[src/rtl/data_distribute_pkg.sv]
// -----------------------------------------------------------------------------
// data_distribute_pkg
// Shared constants for the 1-to-2 stream distributor (data_distribute) and its
// per-channel output register (dist_out_reg).
//   ST_IDLE / ST_LOCK : packet-level state encoding
//   CH_ONE  / CH_TWO  : channel index values carried by the select signals
//   CNT_WIDTH         : width of the optional completed-packet counters
//   cnt_inc           : wrapping increment used by the packet counters
// -----------------------------------------------------------------------------
package data_distribute_pkg;

  localparam logic ST_IDLE = 1'b0;
  localparam logic ST_LOCK = 1'b1;

  localparam logic CH_ONE = 1'b0;
  localparam logic CH_TWO = 1'b1;

  localparam int CNT_WIDTH = 16;

  // Plain modular increment: all-ones rolls over to zero.
  function automatic logic [CNT_WIDTH-1:0] cnt_inc(input logic [CNT_WIDTH-1:0] c);
    return c + CNT_WIDTH'(1);
  endfunction

endpackage

[src/rtl/dist_out_reg.sv]
// -----------------------------------------------------------------------------
// dist_out_reg
// One-entry registered output stage with a valid/ready handshake. A beat can
// be loaded whenever the slot is empty or is being drained in the same cycle,
// which gives full 1 beat/cycle throughput with no bubble.
// Ports:
//   clk, rst     : clock, synchronous active-high reset
//   i_load       : load i_data/i_last this cycle (caller guarantees o_can_take)
//   i_data       : beat data to load
//   i_last       : beat last flag to load
//   i_ready      : downstream consumer ready
//   o_valid      : slot holds a beat
//   o_data       : held beat data
//   o_last       : held beat last flag
//   o_can_take   : slot can accept a beat this cycle (empty or draining)
//   o_pkt_done   : handshake of a beat carrying last (packet completed)
// -----------------------------------------------------------------------------
module dist_out_reg
  import data_distribute_pkg::*;
#(
  parameter int DATA_WIDTH = 4
) (
  input  logic                  clk,
  input  logic                  rst,
  input  logic                  i_load,
  input  logic [DATA_WIDTH-1:0] i_data,
  input  logic                  i_last,
  input  logic                  i_ready,
  output logic                  o_valid,
  output logic [DATA_WIDTH-1:0] o_data,
  output logic                  o_last,
  output logic                  o_can_take,
  output logic                  o_pkt_done
);

  logic                  r_valid;
  logic [DATA_WIDTH-1:0] r_data;
  logic                  r_last;

  // Pass-through drain: a beat leaving this cycle frees the slot for a new one.
  assign o_can_take = ~r_valid | i_ready;
  assign o_pkt_done = r_valid & i_ready & r_last;

  // Output stage register: data/last only change on a load, so they hold
  // stable while the consumer stalls.
  always_ff @(posedge clk) begin
    if (rst) begin
      r_valid <= 1'b0;
      r_data  <= '0;
      r_last  <= 1'b0;
    end else if (i_load) begin
      r_valid <= 1'b1;
      r_data  <= i_data;
      r_last  <= i_last;
    end else if (r_valid && i_ready) begin
      r_valid <= 1'b0;
    end
  end

  assign o_valid = r_valid;
  assign o_data  = r_data;
  assign o_last  = r_last;

endmodule

[src/rtl/data_distribute.sv]
// -----------------------------------------------------------------------------
// data_distribute
// 1-to-2 stream distributor. Each packet from a single producer is routed to
// channel one or channel two, chosen by in_sel on the packet's first beat and
// locked until its last beat. Each channel has one registered output stage,
// so an accepted beat appears on its channel one cycle later.
//
// Parameters:
//   DATA_WIDTH : width of every data bus
// Ports:
//   clk, rst                        : clock, synchronous active-high reset
//   in_data/in_sel/in_last/in_valid : input beat (in_sel used on first beat)
//   in_ready                        : input beat accepted when in_valid & in_ready
//   data_one/last_one/valid_one     : channel one output, ready_one from consumer
//   data_two/last_two/valid_two     : channel two output, ready_two from consumer
//   busy                            : a packet is in progress (LOCK)
// Optional feature (macro DATA_DISTRIBUTE_CNT_EN):
//   cnt_one, cnt_two : wrapping 16-bit counts of packets completed on each
//                      channel (output handshake with last set)
// -----------------------------------------------------------------------------
module data_distribute
  import data_distribute_pkg::*;
#(
  parameter int DATA_WIDTH = 4
) (
  input  logic                  clk,
  input  logic                  rst,
  input  logic [DATA_WIDTH-1:0] in_data,
  input  logic                  in_sel,
  input  logic                  in_last,
  input  logic                  in_valid,
  output logic                  in_ready,
  output logic [DATA_WIDTH-1:0] data_one,
  output logic                  last_one,
  output logic                  valid_one,
  input  logic                  ready_one,
  output logic [DATA_WIDTH-1:0] data_two,
  output logic                  last_two,
  output logic                  valid_two,
  input  logic                  ready_two,
  output logic                  busy
`ifdef DATA_DISTRIBUTE_CNT_EN
  ,
  output logic [CNT_WIDTH-1:0]  cnt_one,
  output logic [CNT_WIDTH-1:0]  cnt_two
`endif
);

  logic r_state;
  logic r_lock_sel;

  logic w_eff_sel;
  logic w_can_one;
  logic w_can_two;
  logic w_accept;
  logic w_load_one;
  logic w_load_two;
  logic w_done_one;
  logic w_done_two;

  // Mid-packet the locked channel wins; in_sel only matters on a first beat.
  assign w_eff_sel = (r_state == ST_LOCK) ? r_lock_sel : in_sel;

  // Readiness looks only at the channel this beat would go to, so a stalled
  // other channel never blocks the stream.
  assign in_ready   = (w_eff_sel == CH_TWO) ? w_can_two : w_can_one;
  assign w_accept   = in_valid & in_ready;
  assign w_load_one = w_accept & (w_eff_sel == CH_ONE);
  assign w_load_two = w_accept & (w_eff_sel == CH_TWO);

  // Packet lock: a non-last beat accepted in IDLE captures the channel; the
  // lock is released only by an accepted last beat, however long that takes.
  always_ff @(posedge clk) begin
    if (rst) begin
      r_state    <= ST_IDLE;
      r_lock_sel <= CH_ONE;
    end else if (w_accept) begin
      if (in_last) begin
        r_state <= ST_IDLE;
      end else begin
        r_state    <= ST_LOCK;
        r_lock_sel <= w_eff_sel;
      end
    end
  end

  assign busy = (r_state == ST_LOCK);

  // Output stage, channel one
  dist_out_reg #(
    .DATA_WIDTH (DATA_WIDTH)
  ) u_out_one (
    .clk        (clk),
    .rst        (rst),
    .i_load     (w_load_one),
    .i_data     (in_data),
    .i_last     (in_last),
    .i_ready    (ready_one),
    .o_valid    (valid_one),
    .o_data     (data_one),
    .o_last     (last_one),
    .o_can_take (w_can_one),
    .o_pkt_done (w_done_one)
  );

  // Output stage, channel two
  dist_out_reg #(
    .DATA_WIDTH (DATA_WIDTH)
  ) u_out_two (
    .clk        (clk),
    .rst        (rst),
    .i_load     (w_load_two),
    .i_data     (in_data),
    .i_last     (in_last),
    .i_ready    (ready_two),
    .o_valid    (valid_two),
    .o_data     (data_two),
    .o_last     (last_two),
    .o_can_take (w_can_two),
    .o_pkt_done (w_done_two)
  );

`ifdef DATA_DISTRIBUTE_CNT_EN
  logic [CNT_WIDTH-1:0] r_cnt_one;
  logic [CNT_WIDTH-1:0] r_cnt_two;

  // A packet counts as complete when its last beat leaves the output stage.
  always_ff @(posedge clk) begin
    if (rst) begin
      r_cnt_one <= '0;
      r_cnt_two <= '0;
    end else begin
      if (w_done_one) r_cnt_one <= cnt_inc(r_cnt_one);
      if (w_done_two) r_cnt_two <= cnt_inc(r_cnt_two);
    end
  end

  assign cnt_one = r_cnt_one;
  assign cnt_two = r_cnt_two;
`else
  // Completion strobes only feed the optional counters.
  logic w_unused_done;
  assign w_unused_done = w_done_one ^ w_done_two;
`endif

endmodule

[config.mk]
export PLATFORM = sky130hd
export DESIGN_NAME = data_distribute
export DESIGN_NICKNAME = d
export VERILOG_FILES = /design/src/rtl/data_distribute_pkg.sv /design/src/rtl/dist_out_reg.sv /design/src/rtl/data_distribute.sv
export SDC_FILE = /design/constraint.sdc
export NUM_CORES = 1
export LEC_CHECK = 0
export CAP_MARGIN = 5
export CORE_UTILIZATION = 39
export DETAILED_ROUTE_END_ITERATION = 10
export PLACE_DENSITY = 0.76
export SYNTH_ARGS = -nofsm -noshare
export SYNTH_HDL_FRONTEND = slang
export SYNTH_SLANG_ARGS = --single-unit
[constraint.sdc]
create_clock -name clk -period 1.85 [get_ports clk]
set_input_delay 0.555 -clock clk [delete_from_list [all_inputs] [get_ports clk]]
set_output_delay 0.555 -clock clk [all_outputs]
set_load 0.05 [all_outputs]
; ---- Yosys cells after proc, flatten, opt, wreduce, memory -nomap -nowiden
; Index checks and enable logic that the tools add are counted.
[word_totals]
inputBits = 11
output_inout_bits = 14
regBits = 14
[classes]
n_mux = 7
bitwise_logic = 9
n_reduce_logical = 5
[ops]
columns = operator, count
row1 = $mux 1, 7
row2 = $not 1->1, 4
row3 = $reduce_bool 2->1, 2
row4 = $and 1x1->1, 3
row5 = $logic_and 1x1->1, 2
row6 = $or 1x1->1, 2
row7 = $reduce_and 2->1, 1

; ---- Depth between registers and ports, before layout
[depth]
depth_word = 6
depth_mapped = 5
ltp_nobuf = 4

; ---- Modules after synthesis
; Synthesis repeated with hierarchy kept, for this count alone.
[hier_totals]
hier_cells = 58
hier_area_um2 = 585.6
[modules_own_cells]
columns = module, area_each_um2, cells_per_inst, n_inst
row1 = dist_out_reg, 221.5, 21, 2
row2 = data_distribute, 142.6, 16, 1

; ---- Least setup slack after synthesis
; No wires, ideal clock.
[synth_path]
path_type = register -> output
start = register r_state (netlist: busy)
end = output port in_ready
t_arrival_ns = 1.521
path_slack_ns = -0.226
stages_incl_launch_ff = 3
path_cell_list = dfxtp_1 > mux2i_2 > mux2_2
[synth_between]
elab_chain_len = 2
[synth_rtl]
columns = element, line
row1 = "start, declared", data_distribute.sv:49  ; logic r_state;
row2 = "start signal, assigned", data_distribute.sv:75  ; r_state <= ST_IDLE;
row3 = "start signal, assigned", data_distribute.sv:79  ; r_state <= ST_IDLE;
row4 = "start signal, assigned", data_distribute.sv:81  ; r_state <= ST_LOCK;
row5 = $mux 1, data_distribute.sv:62  ; assign w_eff_sel = (r_state == ST_LOCK) ? r_lock_sel : in_sel;
row6 = $mux 1, data_distribute.sv:66  ; assign in_ready = (w_eff_sel == CH_TWO) ? w_can_two : w_can_one;
row7 = "end, declared", data_distribute.sv:32  ; output logic in_ready,
; Every way passes these cells.

; ---- Worst setup path after layout
; Ends and elaborated chain as after synthesis.

==> flow_summary_export.csv <==
group,metric,value,unit
global_route,grtUsageTotal,17.9,%
yosys,yosysSeqAreaShare,49.9,%
clocking,tritoncts.num_buffers,3,
worst_setup_path,path_cells,"mux2i_2 > mux2_4 > buf_8",
placed_design,gp_congestion,0.663,
pwr,power,756,µW
worst_setup_path,timing.rr.start,"busy",
routing,postRouteAntennaNets,0,
global_route,grt_max_degree,10,
worst_setup_path,critPathCaptureType,"primary output",
routing,wl_per_cell,12.3,µm
timing,setup_viol_count_final,1,
floorplan,die_h,40.0,µm
routing,first_iter_violations,3,
timing,worst_slew_pin_slew,0.312,ns
clocking,htreeDepth,1,
run_status,status,"finished, violations left",
pwr,p_leak,0.447,nW
yosys,yosysUniqueCellTypes,17,
timing,report.final.slew_viol_count,0,
yosys,yosys_warnings,0,
floorplan,die_w,40.0,µm
placed_design,dp.cells,91,
floorplan,fp.coreArea,1320,µm²
worst_setup_path,cpMaxStageDelayCell,"dfxtp_2",
pwr,ir_drop,0.483,mV
placed_design,io_buffers,24,
routing,avgViaCountPerCell,4.88,
yosys,synth-edff-count,0,
timing,min_period_over_period,105,%
yosys,syn-cell-area,562,µm²
yosys,synth_nets,61,
hold_path,hp-class,"reg -> reg",
timing,timing_hold_violations_final,0,
placed_design,dp_hpwl,839,µm
clocking,cts_sinks,14,
timing,worst_slack,-0.0945,ns
yosys,synth_area_leader_cell,"dfxtp_1",
global_route,antenna_found_initial,0,
yosys,ys_ff_latch,14,
cells_and_area,stdcell_count,99,
timing,rsz0062_at_grt,"true",
worst_setup_path,crit_fanout,2,
worst_setup_path,path_class,"reg -> out",
floorplan,start_util,42.6,%
clocking,cts.path.max_buffers,2,
worst_setup_path,cp-start-kind,"flop",
cells_and_area,utilization,67.0,%
hold_path,min-delay-start,"u_out_two.o_last",
cells_and_area,nets,96,
floorplan,io-pin-count,25,
clocking,clk_pin_slew,0.10,ns
routing,via_count,483,
clocking,cts_tree,"done",
yosys,avgSynthCellArea,11.2,µm²
routing,drt-total-wl,1210,µm
cells_and_area,area_delta_synth_final,57.2,%
yosys,synth_top_area_share,49.9,%
pwr,p_per_area,855,nW/µm²
global_route,grt_pass1_wl,1800,µm
timing,fmax,514,MHz
worst_setup_path,critPathRequiredTime,1.29,ns
global_route,grt_pass1_vias,451,
run_status,failed_checks,"setup timing",
timing,skew,0.0100,ns
routing,drc,0,
cells_and_area,final_layout_size_suffix_gt1_share,41.7,%
yosys,synth_common_cells,"dfxtp_1 (14), mux2i_1 (10), nor2_1 (10), a21oi_1 (2), nand2b_1 (2)",
timing,relSlewSlack,79.1,%
worst_setup_path,startpoint,"busy",
worst_setup_path,slowest_delay,0.36,ns
floorplan,design.die.area,1600,µm²
yosys,syn_inst,50,
global_route,grt_overflow_total,0,
timing,final.min_clock_period,1.94,ns
clocking,clock_latency,0.29,ns
yosys,ys.flop_type,"dfxtp_1",
worst_setup_path,worst_ep_arrival_time,1.39,ns
run,drv_cap,0,
clocking,clockRootBuffer,"clkbuf_4",
yosys,synth.area.top_cells,"dfxtp_1 (50%), mux2i_1 (18%), nor2_1 (6.7%)",
yosys,synth_most_common_cell,"dfxtp_1",
routing,drt_pass1_iterations,3,
cells_and_area,n_antenna_cell,0,
floorplan,row_count,13,
yosys,async_reset_ff_share,0,%
-- state kept, by name, summed over array words and instances (netlist names) --
name	cells
u_out_one.o_data	4
u_out_two.o_data	4
busy	1
r_lock_sel	1
u_out_one.o_last	1
u_out_one.o_valid	1
u_out_two.o_last	1
u_out_two.o_valid	1
-- critical path: cells and delay by family, from the launching register on --
| family | cells | cell delay, ns |
|---|---|---|
| muxes | 2 | 0.58 |
| buffers and inverters | 1 | 0.15 |
| DFF | 1 | 0.36 |
-- cells in the final DEF (no fill, tap or decap), drive strengths merged --
master         instances
mux2i                 11
clkbuf                 4
clkdlybuf4s50          7
a21o                   1
nand3                  2
mux2                   1
a21oi                  3
nand3b                 1
nor2b                  1
o31ai                  1
nand2b                 2
dlygate4sd2            2
nor2                  10
buf                   23
o21ai                  1
dfxtp                 14
-- logic make-up after synthesis --
| group | after synthesis | synth area share (%) |
|---|---|---|
| compound gates | 6 | 6.90 |
| simple gates | 16 | 17.6 |
| mux | 12 | 22.3 |
| flops | 14 | 49.9 |
| buf+inv | 2 | 3.34 |
-- report_power, final --
group / internal, mW / total [mW] / switching, mW
clock: 0.120 / 0.228 / 0.108
combinational: 0.0847 / 0.196 / 0.111
sequential: 0.320 / 0.331 / 0.0115
-- metrics by stage --
stage          hold slack, ns  setup TNS, ns  setup WS, ns  cell area, µm²
2_1_floorplan           0.568              0        0.0204             567
6_report                0.507        -0.0945       -0.0945             883
5_1_grt                 0.548         -0.141        -0.141             883
4_1_cts                 0.514         -0.103        -0.103             876
3_3_place_gp            0.478         -0.639        -0.365             802
3_5_place_dp            0.488          -1.24        -0.407             802
-- layout make-up --
| cell class | count | area (µm²) |
|---|---|---|
| repair buffers | 32 | 265 |
| multi-input cells | 34 | 282 |
| fillers | 121 | 434 |
| flip-flops and latches | 14 | 282 |
| well taps | 15 | 18.8 |
| clock buffers | 4 | 36.3 |
-- routing by layer --
metal	wire [µm]	part of all wire (%)	track usage [%]
met5	0	0	0
met4	12	0.99	10.3
met3	84	6.9	5.56
met2	601	50	31.0
met1	516	43	18.7
-- worst paths after layout --
kind	to	slack, ns	cells after the start
worst min register to register	u_out_two.o_last	0.51	2
worst max register to register	u_out_two.o_data[1]	0.32	7
worst max-delay path	in_ready	-0.09	3
worst min-delay path	u_out_two.o_last	0.51	2
-- timing repair --
item | CTS | global route
gates resized for setup | 10 | 0
hold buffers | 0 | 0
setup buffers | 3 | 1
cloned | 0 | 0
endpoints found under the setup margin | 1 | 1
(Power assumes the default switching activity.)
